==> src/rtl/lsu_mem_ctrl_pkg.sv <==
// Shared types and helpers for the load/store unit and its data-align sub-block.
// Build option: LSU_MISALIGN_TRAP_EN (consumed by lsu_mem_ctrl).
package lsu_mem_ctrl_pkg;

    typedef enum logic [2:0] {
        LSU_LW,
        LSU_LH,
        LSU_LB,
        LSU_LHU,
        LSU_LBU,
        LSU_SW,
        LSU_SH,
        LSU_SB
    } load_store_func_code;

    typedef enum logic [1:0] {
        LSU_IDLE,
        LSU_REQ,
        LSU_WAIT,
        LSU_DONE
    } lsu_state_e;

    parameter int LSU_TIMEOUT_DEFAULT = 16;

    function automatic logic is_store(input load_store_func_code f);
        return (f == LSU_SW) || (f == LSU_SH) || (f == LSU_SB);
    endfunction

    function automatic logic is_misaligned(input load_store_func_code f, input logic [1:0] a);
        logic half;
        logic word;
        half = (f == LSU_LH) || (f == LSU_LHU) || (f == LSU_SH);
        word = (f == LSU_LW) || (f == LSU_SW);
        return (half && a[0]) || (word && (a != 2'b00));
    endfunction

    // Natural alignment: halfwords keep only a[1], words always use lane 0.
    function automatic logic [1:0] align_offset(input load_store_func_code f, input logic [1:0] a);
        logic [1:0] off;
        case (f)
            LSU_LH, LSU_LHU, LSU_SH: off = a & 2'b10;
            LSU_LW, LSU_SW:          off = 2'b00;
            default:                 off = a;
        endcase
        return off;
    endfunction

endpackage

==> src/rtl/lsu_mem_ctrl_align.sv <==
// Combinational byte-lane logic: byte enables, replicated store data, extended load data.
module lsu_data_align
    import lsu_mem_ctrl_pkg::*;
(
    input  load_store_func_code func_i,
    input  logic [1:0]          offset_i,
    input  logic [31:0]         wdata_i,
    input  logic [31:0]         rdata_i,
    output logic [3:0]          be_o,
    output logic [31:0]         wdata_o,
    output logic [31:0]         rdata_o
);

    logic [7:0]  byte_sel;
    logic [15:0] half_sel;

    always_comb begin
        case (offset_i)
            2'd0:    byte_sel = rdata_i[7:0];
            2'd1:    byte_sel = rdata_i[15:8];
            2'd2:    byte_sel = rdata_i[23:16];
            default: byte_sel = rdata_i[31:24];
        endcase
        half_sel = offset_i[1] ? rdata_i[31:16] : rdata_i[15:0];
    end

    always_comb begin
        be_o    = 4'b1111;
        wdata_o = wdata_i;
        rdata_o = rdata_i;
        case (func_i)
            LSU_SB: begin
                be_o    = 4'b0001 << offset_i;
                wdata_o = {4{wdata_i[7:0]}};
            end
            LSU_SH: begin
                be_o    = offset_i[1] ? 4'b1100 : 4'b0011;
                wdata_o = {2{wdata_i[15:0]}};
            end
            LSU_LB:  rdata_o = {{24{byte_sel[7]}}, byte_sel};
            LSU_LBU: rdata_o = {24'h0, byte_sel};
            LSU_LH:  rdata_o = {{16{half_sel[15]}}, half_sel};
            LSU_LHU: rdata_o = {16'h0, half_sel};
            default: ;
        endcase
    end

endmodule

==> src/rtl/lsu_mem_ctrl.sv <==
// Load/store sequencer onto a req/gnt/rvalid data port, stalling the core until completion.
// Build option: LSU_MISALIGN_TRAP_EN turns misaligned LH/LHU/SH/LW/SW into error completions.
module lsu_mem_ctrl
    import lsu_mem_ctrl_pkg::*;
#(
    parameter int TIMEOUT_CYCLES = LSU_TIMEOUT_DEFAULT
) (
    input  logic        clk,
    input  logic        rst,
    input  logic        lsu_req_i,
    input  logic [2:0]  lsu_func_i,
    input  logic [31:0] lsu_addr_i,
    input  logic [31:0] lsu_wdata_i,
    output logic        lsu_stall_o,
    output logic        lsu_valid_o,
    output logic [31:0] lsu_rdata_o,
    output logic        lsu_err_o,
    output logic        mem_req_o,
    input  logic        mem_gnt_i,
    output logic        mem_we_o,
    output logic [3:0]  mem_be_o,
    output logic [31:0] mem_addr_o,
    output logic [31:0] mem_wdata_o,
    input  logic        mem_rvalid_i,
    input  logic [31:0] mem_rdata_i
);

    // Wide enough to pass TIMEOUT_CYCLES when a grant lands on the last REQ cycle.
    localparam int CW = $clog2(TIMEOUT_CYCLES) + 1;
    localparam logic [CW-1:0] CNT_LAST = CW'(TIMEOUT_CYCLES - 1);

    lsu_state_e          state_q, state_d;
    load_store_func_code func_q, func_d;
    logic [31:0]         addr_q, addr_d;
    logic [31:0]         wdata_q, wdata_d;
    logic [31:0]         rdata_q, rdata_d;
    logic [CW-1:0]       cnt_q, cnt_d;
    logic                req_q, req_d;
    logic                valid_q, valid_d;
    logic                err_q, err_d;

    load_store_func_code func_in;
    logic                trap;
    logic [3:0]          be;
    logic [31:0]         wdata_rep;
    logic [31:0]         rdata_ext;

    assign func_in = load_store_func_code'(lsu_func_i);

`ifdef LSU_MISALIGN_TRAP_EN
    assign trap = is_misaligned(func_in, lsu_addr_i[1:0]);
`else
    assign trap = 1'b0;
`endif

    lsu_data_align u_align (
        .func_i   (func_q),
        .offset_i (align_offset(func_q, addr_q[1:0])),
        .wdata_i  (wdata_q),
        .rdata_i  (mem_rdata_i),
        .be_o     (be),
        .wdata_o  (wdata_rep),
        .rdata_o  (rdata_ext)
    );

    always_comb begin
        state_d = state_q;
        func_d  = func_q;
        addr_d  = addr_q;
        wdata_d = wdata_q;
        rdata_d = rdata_q;
        cnt_d   = cnt_q;
        req_d   = req_q;
        valid_d = 1'b0;
        err_d   = 1'b0;
        case (state_q)
            LSU_IDLE: begin
                if (lsu_req_i) begin
                    func_d  = func_in;
                    addr_d  = lsu_addr_i;
                    wdata_d = lsu_wdata_i;
                    if (trap) begin
                        state_d = LSU_DONE;
                        valid_d = 1'b1;
                        err_d   = 1'b1;
                        rdata_d = '0;
                    end else begin
                        state_d = LSU_REQ;
                        req_d   = 1'b1;
                        cnt_d   = '0;
                    end
                end
            end
            LSU_REQ: begin
                cnt_d = cnt_q + CW'(1);
                if (mem_gnt_i) begin
                    req_d = 1'b0;
                    if (is_store(func_q)) begin
                        state_d = LSU_DONE;
                        valid_d = 1'b1;
                        rdata_d = '0;
                    end else begin
                        state_d = LSU_WAIT;
                    end
                end else if (cnt_q >= CNT_LAST) begin
                    req_d   = 1'b0;
                    state_d = LSU_DONE;
                    valid_d = 1'b1;
                    err_d   = 1'b1;
                    rdata_d = '0;
                end
            end
            LSU_WAIT: begin
                cnt_d = cnt_q + CW'(1);
                if (mem_rvalid_i) begin
                    state_d = LSU_DONE;
                    valid_d = 1'b1;
                    rdata_d = rdata_ext;
                end else if (cnt_q >= CNT_LAST) begin
                    state_d = LSU_DONE;
                    valid_d = 1'b1;
                    err_d   = 1'b1;
                    rdata_d = '0;
                end
            end
            default: state_d = LSU_IDLE;
        endcase
    end

    always_ff @(posedge clk or posedge rst) begin
        if (rst) begin
            state_q <= LSU_IDLE;
            func_q  <= LSU_LW;
            addr_q  <= '0;
            wdata_q <= '0;
            rdata_q <= '0;
            cnt_q   <= '0;
            req_q   <= 1'b0;
            valid_q <= 1'b0;
            err_q   <= 1'b0;
        end else begin
            state_q <= state_d;
            func_q  <= func_d;
            addr_q  <= addr_d;
            wdata_q <= wdata_d;
            rdata_q <= rdata_d;
            cnt_q   <= cnt_d;
            req_q   <= req_d;
            valid_q <= valid_d;
            err_q   <= err_d;
        end
    end

    // Reset gates the stall so the core is released in the same instant the access is dropped.
    assign lsu_stall_o = lsu_req_i & ~rst & (state_q != LSU_DONE);
    assign lsu_valid_o = valid_q;
    assign lsu_err_o   = err_q;
    assign lsu_rdata_o = rdata_q;

    assign mem_req_o   = req_q;
    assign mem_we_o    = req_q & is_store(func_q);
    assign mem_be_o    = req_q ? be : 4'b0000;
    assign mem_addr_o  = req_q ? {addr_q[31:2], 2'b00} : 32'h0;
    assign mem_wdata_o = req_q ? wdata_rep : 32'h0;

endmodule

==> config.mk <==
export PLATFORM = sky130hd
export DESIGN_NAME = lsu_mem_ctrl
export DESIGN_NICKNAME = d
export VERILOG_FILES = /design/src/rtl/lsu_mem_ctrl_pkg.sv /design/src/rtl/lsu_mem_ctrl_align.sv /design/src/rtl/lsu_mem_ctrl.sv
export SDC_FILE = /design/constraint.sdc
export NUM_CORES = 1
export LEC_CHECK = 0
export CAP_MARGIN = 0
export CELL_PAD_IN_SITES_DETAIL_PLACEMENT = 1
export CELL_PAD_IN_SITES_GLOBAL_PLACEMENT = 1
export CORE_ASPECT_RATIO = 1.25
export CORE_UTILIZATION = 34
export CTS_CLUSTER_SIZE = 16
export DETAILED_ROUTE_END_ITERATION = 10
export PLACE_DENSITY_LB_ADDON = 0.1
export SKIP_LAST_GASP = 1
export SLEW_MARGIN = 40
export SYNTH_ARGS = -nofsm -noshare
export SYNTH_HDL_FRONTEND = slang
export SYNTH_SLANG_ARGS = --single-unit
==> constraint.sdc <==
create_clock -name clk -period 4.2 [get_ports clk]
set_input_delay 0.84 -clock clk [delete_from_list [all_inputs] [get_ports clk]]
set_output_delay 0.84 -clock clk [all_outputs]
set_load 0.1 [all_outputs]
==> results of run 1 <==
-- path summary, 6_finish.rpt --
| check | from | end | slack, ns | cells after the start |
|---|---|---|---|---|
| setup / recovery | func_q[1] | mem_wdata_o[11] | 0.74 | 5 |
| hold / removal | addr_q[7] | addr_q[7] | 0.51 | 1 |
| setup reg to reg | func_q[0] | lsu_rdata_o[26] | 1.40 | 6 |
| hold reg to reg | addr_q[7] | addr_q[7] | 0.51 | 1 |
| max in group asynchronous | rst | addr_q[1] | 2.53 | 3 |
| min in group asynchronous | rst | cnt_q[1] | 0.97 | 2 |
-- worst max-delay path, stage by stage (launching register included) --
cell and delay, ns:
dfrtp_1 0.73, nand2_1 0.37, nor2_1 0.56, nand2_1 0.11
a21oi_1 0.26, buf_12 0.22
-- cell type report --
type	count	area [µm²]	area share, %
inverter	12	50.05	0.6046
tap	224	280.3	3.386
clock inverter	7	102.6	1.239
sequential	109	2729	32.97
multi-input combinational	427	3040	36.73
timing repair buffer	213	1851	22.35
clock buffer	9	225.2	2.721
-- flip-flops by register name, summed over array words and instances (netlist names) --
signal	cells
addr_q	32
lsu_rdata_o	32
wdata_q	32
cnt_q	5
func_q	3
state_q	2
lsu_err_o	1
lsu_valid_o	1
mem_req_o	1
-- metal layers --
| layer | track usage [%] | part of all wire, % |
|---|---|---|
| met5 | 0 | 0 |
| met4 | 7.840 | 1.6 |
| met3 | 5.949 | 7.8 |
| met2 | 39.35 | 51 |
| met1 | 26.88 | 39 |
-- logic make-up (layout without fill, tap and decap cells) --
logic type / Yosys count / after routing / synth area share (%)
AOI/OAI and AO/OA: 179 / 179 / 19.93
and+or+nand+nor: 158 / 158 / 13.61
DFF: 109 / 109 / 45.11
muxes: 79 / 79 / 14.50
buffers and inverters: 56 / 241 / 4.738
adders and majority gates: 7 / 7 / 1.448
xor gates and xnor gates: 2 / 2 / 0.6001
other: 1 / 2 / 0.06201
-- placed cells by master (no fill, tap or decap), drive strengths merged, types with 16 or more instances in the layout --
master and n:
dfrtp 109, a221oi 16, nand3 20, and2 40, a21oi 74, nor2 25
o21ai 23, clkdlybuf4s50 103, buf 110, mux2 69, nand2 53
-- per-stage QoR --
step,setup TNS [ns],hold slack (ns)
after global placement,0,0.4789
after detailed placement,0,0.4862
final,0,0.5057
after global routing,0,0.5233
after CTS,0,0.5092
after floorplan,-1.424,0.4713
==> summary.txt, run 1 <==
status = finished clean
CTS tree = built
initial DRC count = 290
area leader, netlist = dfrtp_1
PortBufs = 206
Worst Path Max Fanout = 14
Max-slew headroom = 47.37%
number of warnings issued by yosys = 0
Synth Cell Area = 0.006047 mm²
largest net degree at the start of global routing = 68
Die ar. = 0.01833 mm²
syn avg cell area = 10.23 µm²
crit share post-route = 82.43%
First-pass DRT Iterations = 8
Hold Buf Count CTS = 0
Die W = 121.3 µm
max-slew violation count = 0
Hold Fails Final Rpt = 0
Post-Layout Cell Count = 1001
total CTS buffers = 9
Synth cell types = 60
Mapped Cells = 591
CP Data Required Time = 3.36 ns
Worst Setup Path Type = reg2out
NumNets Final = 883
Synth Register Bits = 109
Ports = 209
Hold Path Class = reg2reg
Inst Count DP = 985
total wire length = 20390 µm
pre-CTS WS = 1.062 ns
drt drc = 0
pin slew with the least headroom to its limit = 0.7894 ns
FP Rows = 54
Worst EP arrival = 2.62 ns
final setup violation count = 0
# diodes = 0
Post-synth EDFFs = 0
Skew-Pair Late Insertion Delay = 0.36 ns
global route overflow = 0
Async SR Flop Fraction = 100.0%
initial antenna violation count = 0
most instantiated library cell after synthesis = dfrtp_1
Clock Skew = 0.01119 ns
initial core utilization = 34.69%
RSZ-0062 raised after global routing = no
layout cell share with drive strength beyond 1 = 28.19%
GRT Total Usage = 22.66%
setup slack after layout = 0.7379 ns
gpl congestion = 0.8198
final design area excluding fillers = 0.008278 mm²
WL per Instance = 20.37 µm
Die Ht = 151.1 µm
post-CTS setup buffer count = 0
crit start category = flip-flop
core box area = 0.01743 mm²
commonest cells in the netlist = 109 x dfrtp_1, 74 x a21oi_1, 68 x mux2_2
H-tree depth = 3
synthesis-to-finish area growth = 36.89%
Root Driver = clkbuf_16
Vias/cell = 5.478
Post-Place Cell Area = 0.007941 mm²
crit end category = primary output
maximum buffer depth of the clock tree = 2
Routed Antenna Nets = 0
hpwl dp = 14750 µm
first-pass GRT wire length = 31840 µm
Tmin final = 3.462 ns
Layout Utilization = 47.49%
ranking of synthesized cells by area = dfrtp_1 45%, mux2_2 13%, a21oi_1 6.1%
number of global-route vias before repair = 5762
via count = 5483
Max Clock Freq = 288.8 MHz
CTS Sinks = 109
cts repair resizes = 0
FILL cells = 1963
register area share after synthesis = 45.11%
top-area cell type share of the netlist area = 45.11%
top_reg_cell synth = dfrtp_1
clock-pin slew on the worst setup and hold paths = 0.08 ns
MaxCap Viol Count = 0
Power of run 1 is left out: the tool's default activity adds up to more than one toggle a clock period on the data nets, which glitch-free logic cannot reach.
==> inputs of run 2 (changes only) <==
- CORE_UTILIZATION: 34 -> 31
- clock period: 4.2 -> 2.9 ns (I/O delays scaled with it)
==> run 2 against run 1 <==
Compared with the run above:
- sequential share of layout area is 4.3 points lower
- die area is 9.5% higher
- design area is 15% higher
- core utilization is 2.8 points higher
- worst hold slack worse by 0.0033 ns
- cell count is 2.3% higher
- critical path depth is 1 higher
- critical endpoint is now mem_wdata_o[20]
- flip-flop and latch count stayed put
- critical path type unchanged
- clock skew is 0.0019 ns higher
- register-to-register slack worse by 1.2 ns
- highest routed layer is now met5
- setup slack worse by 0.58 ns
- first-iteration DRC count is 7.9% lower
==> summary.txt, run 2 (same netlist as run 1, synthesis figures left out) <==
status = finished clean
global route overflow = 0 (unchanged)
layout cell share with drive strength beyond 1 = 32.07% (+3.9 points)
Root Driver = clkbuf_16
Slowest-stage cell, CP = buf_4
worst reg-to-reg setup slack = 0.23 ns (-1.17 ns)
Die Ht = 158.2 µm (+4.7%)
Clock Skew = 0.01309 ns (+0.001898 ns)
Die W = 126.9 µm (+4.7%)
Ports = 209 (unchanged)
gpl congestion = 0.8391 (+2.4%)
Critical Path, Cell by Cell = buf_4 > and2_1 > buf_4 > nand2_1 > a21oi_1 > buf_12
Reg area = 0.002728 mm² (about the same)
WL per Instance = 20.88 µm (+2.5%)
initial core utilization = 31.96% (-2.7 points)
final design area excluding fillers = 0.009512 mm² (+15%)
pin slew with the least headroom to its limit = 0.8084 ns (+0.01896 ns)
Post-Place Cell Area = 0.009198 mm² (+16%)
largest net degree at the start of global routing = 68 (unchanged)
worst r2r src = cnt_q[0]
Hold Slack = 0.5024 ns (-0.003328 ns)
crit start category = flip-flop
Hold Path Depth = 1 (unchanged)
Worst Setup Path Type = reg2out
MaxCap Viol Count = 0 (unchanged)
Worst EP arrival = 2.16 ns (-0.46 ns)
PortBufs = 206 (unchanged)
First-pass DRT Iterations = 5 (-3)
GRT Total Usage = 21.89% (-0.77 points)
NumNets Final = 898 (+1.7%)
initial DRC count = 267 (-7.9%)
reg2reg path depth = 10 (+4)
initial antenna violation count = 1 (+1)
clock-pin slew on the worst setup and hold paths = 0.08 ns (about the same)
via count = 5535 (+0.95%)
crit end category = primary output
CP Data Required Time = 2.32 ns (-1.04 ns)
max-slew violation count = 0 (unchanged)
RSZ-0062 raised after global routing = no
CTS tree = built
Vias/cell = 5.405 (-1.3%)
# diodes = 0 (unchanged)
maximum buffer depth of the clock tree = 2 (unchanged)
Tmin final = 2.737 ns
crit share post-route = 94.39%
Max-slew headroom = 45.87% (-1.5 points)
most used cell, CP = buf_4
drt drc = 0 (unchanged)
synthesis-to-finish area growth = 57.29%
total CTS buffers = 9 (unchanged)
Hold Path End = addr_q[22]
H-tree depth = 3 (unchanged)
Hold Buf Count CTS = 0 (unchanged)
Layout Utilization = 50.28% (+2.8 points)
capturing point of the worst reg2reg path = lsu_rdata_o[24]
CTS Sinks = 109 (unchanged)
Hold Fails Final Rpt = 0 (unchanged)
final setup violation count = 0 (unchanged)
Skew-Pair Late Insertion Delay = 0.36 ns (about the same)
area of the multi-input gates = 0.003281 mm² (+7.9%)
commonest cells after routing, fill and taps aside = 109 x dfrtp_1, 103 x clkdlybuf4s50_1, 71 x buf_12
hold wc startpoint = addr_q[22]
Hold Path Class = reg2reg
commonest non-fill, non-tap cell in the layout = dfrtp_1
CP max stage delay = 0.39 ns (-0.34 ns)
Worst Path Max Fanout = 27 (+13)
hpwl dp = 15950 µm (+8.2%)
FILL cells = 2031 (+3.5%)
core box area = 0.01892 mm² (+8.5%)
FP Rows = 56 (+3.7%)
number of global-route vias before repair = 6074 (+5.4%)
Max Clock Freq = 365.3 MHz
Routed Antenna Nets = 0 (unchanged)
first-pass GRT wire length = 33600 µm (+5.5%)
total wire length = 21380 µm (+4.9%)
Die ar. = 0.02007 mm² (+9.5%)
## run 2: cell types whose count changed in the layout (fill, tap and decap cells not counted), sizes merged
cell,before,now
buf,110,125
clkinv,3,1
clkinvlp,0,2
clkbuf,9,10
inv,15,14
## run 2: layout make-up
cell class	instances	area share (%)
Timing Repair Buffer	228	30.04
Sequential cell	109	28.68
Clock buffer	10	2.407
Multi-Input combinational cell	427	34.49
Clock inverter	6	0.8156
Tap cell	232	3.052
Inverter	12	0.5130
## run 2: worst max path at each step
stage | to | slack [ns] | cells after the start | start
final | mem_wdata_o[20] | 0.16 | 6 | func_q[1]
after global routing | mem_wdata_o[20] | 0.01 | 6 | func_q[1]
after CTS | mem_wdata_o[11] | 0.03 | 5 | func_q[2]
after detailed placement | lsu_rdata_o[24] | 0.22 | 8 | mem_gnt_i
after global placement | lsu_rdata_o[28] | 0.15 | 8 | cnt_q[0]
after floorplan | mem_wdata_o[24] | -0.51 | 3 | mem_req_o
## run 2: timing repair
action	in CTS	in global routing
setup buffers	0	0
setup endpoints to repair	8	8
gates resized for setup	1	1
## run 2: per-stage QoR
step	setup WS [ns]	instances	TNS (ns)
6_report	0.1628	1024	0
5_1_grt	0.01444	1024	0
4_1_cts	0.03427	1024	0
3_5_place_dp	0.2216	1008	0
3_3_place_gp	0.1514	1006	0
2_1_floorplan	-0.5083	592	-6.497
## run 2: layer usage
metal	vias to the layer above	share of wire, %	GRT usage, %	routed length [µm]
met5	-	0.051	0	11
met4	2	2.5	7.710	529
met3	29	8.8	7.908	1891
met2	206	51	38.07	10970
met1	2775	37	24.69	7977
li1	2523	-	-	-
## run 2: critical path: cells and delay by family, from the launching register on
kind / cells / cell delay, ns
and+or+nand+nor: 2 / 0.28
DFF: 1 / 0.37
buffers and inverters: 3 / 0.85
AOI/OAI and AO/OA: 1 / 0.29
Power of run 2 is left out for the same reason.
==> RTL change, RTL diff (config.mk and constraints of run 1) <==
Build with the macro `LSU_MISALIGN_TRAP_EN` defined.
--- a/src/rtl/lsu_mem_ctrl.sv
+++ b/src/rtl/lsu_mem_ctrl.sv
@@ -2,2 +2,4 @@
 // Build option: LSU_MISALIGN_TRAP_EN turns misaligned LH/LHU/SH/LW/SW into error completions.
+`define LSU_MISALIGN_TRAP_EN
+
 module lsu_mem_ctrl
Check against the original RTL: not equivalent (Yosys sat finds a counterexample within 4 cycles, from zero or initial values and one cycle with rst high).
==> RTL change against run 1 <==
  * Via count down 4.5%
  * Area after synthesis is 1.2% lower
  * Final area shrank 1.8%
  * Sequential cell count unchanged
  * Count of clock-buffer cells in the layout up 3
  * Routed wire length down 4.3%
  * Setup slack improved by 200 ps
  * Critical endpoint is now mem_wdata_o[15]
Power is not shown: default switching activity piles up to over one toggle a cycle in this logic, so the estimate is an artifact.
==> RTL change: results (changes against run 1) <==
stage,metric,value,unit,change
global_routing,grt_util_met1,24.5,%,was 26.9%
worst_hold_path,hold_end,lsu_rdata_o[28],,was addr_q[7]
global_routing,grt_max_degree,78,,was 68
cells_and_area,drive_gt1_share,29.3,%,was 28.2%
route,dr.pass1.iters,4,,was 8
route,drt_first_iter_violations,270,,was 290
critical_path,r2r_end,lsu_rdata_o[9],,was lsu_rdata_o[26]
global_routing,grt.total_usage,21.8,%,was 22.7%
route,wl,19.5,mm,was 20.4 mm
sta,slew_headroom,51.5,%,was 47.4%
synthesis,synthTopCellsByArea,"dfrtp_1 (46%), mux2_2 (13%), and2_1 (4.3%), o2bb2ai_1 (3.2%), nand2_1 (2.8%)",,"was dfrtp_1 (45%), mux2_2 (13%), a21oi_1 (6.1%), and2_1 (4.0%), nand2_1 (3.2%)"
synthesis,synth.distinct_cells,61,,was 60
critical_path,reg2reg_depth,5,,was 6
route,num_vias,5237,,was 5483
status,outcome,"finished, final reports clean",,unchanged
cells_and_area,layout.nets,868,,was 883
placement,place.gp.congestion,0.830,,was 0.820
sta,skew,10.8,ps,was 11.2 ps
placement,dp_hpwl,14.6,mm,was 14.7 mm
global_routing,grt_pass1_vias,5675,,was 5762
critical_path,crit_arrival,2420,ps,was 2620 ps
synthesis,synth_seq_area_share,45.7,%,was 45.1%
floorplan,core,0.0170,mm²,was 0.0174 mm²
synthesis,synth_common_cells,"dfrtp_1 (109), mux2_2 (69), nand2_1 (44)",,"was dfrtp_1 (109), a21oi_1 (74), mux2_2 (68)"
global_routing,grtUsageMet2,37.9,%,was 39.3%
-- RTL change: metal layers --
layer	share of wire (%)	wire length (µm)
met3	7.8	1520
met2	50	9840
met1	38	7450
met4	3.6	712
met5	0	0
-- RTL change: critical path, delay by kind of cell (launching register included) --
kind	cells	cell delay, ps
AO/OA/AOI/OAI	1	80
buffers and inverters	2	580
flip-flops	1	720
AND/OR/NAND/NOR	3	660
-- RTL change: worst max-delay path by stage --
stage                  startpoint              end  depth (start not counted)
global placement    lsu_func_i[0]  lsu_rdata_o[15]                          7
CTS                     func_q[2]  mem_wdata_o[15]                          6
floorplan               mem_req_o  mem_wdata_o[24]                          3
global route            func_q[2]  mem_wdata_o[14]                          6
detailed placement  lsu_func_i[0]  lsu_rdata_o[15]                          7
finish                  func_q[2]  mem_wdata_o[15]                          6
-- RTL change: area by class of cell --
cell class                      count  area [µm²]
Inverter                           14        56.3
Tap cell                          220         275
Fill cell                        1901        8850
Sequential cell                   109        2730
Multi-Input combinational cell    409        3000
Clock buffer                       12         246
Clock inverter                      3        21.3
Timing Repair Buffer              214        1800
-- RTL change: stage by stage --
stage                     std cells  setup WS (ps)  TNS [ps]  util [%]
after global routing            981            785         0      47.9
final                           981            943         0      47.9
after global placement          966           1310         0      47.3
after floorplan                 575           -186     -1480         -
after CTS                       981            940         0      47.9
after detailed placement        966           1260         0      46.3
-- RTL change: cell families after synthesis --
logic type | Yosys count | share of synthesized area (%)
adders and majority gates | 7 | 1.47
DFF | 109 | 45.7
other | 1 | 0.0628
and+or+nand+nor | 184 | 15.6
AOI/OAI and AO/OA | 137 | 18.4
muxes | 77 | 14.3
buffers and inverters | 57 | 4.17
xor gates and xnor gates | 2 | 0.293
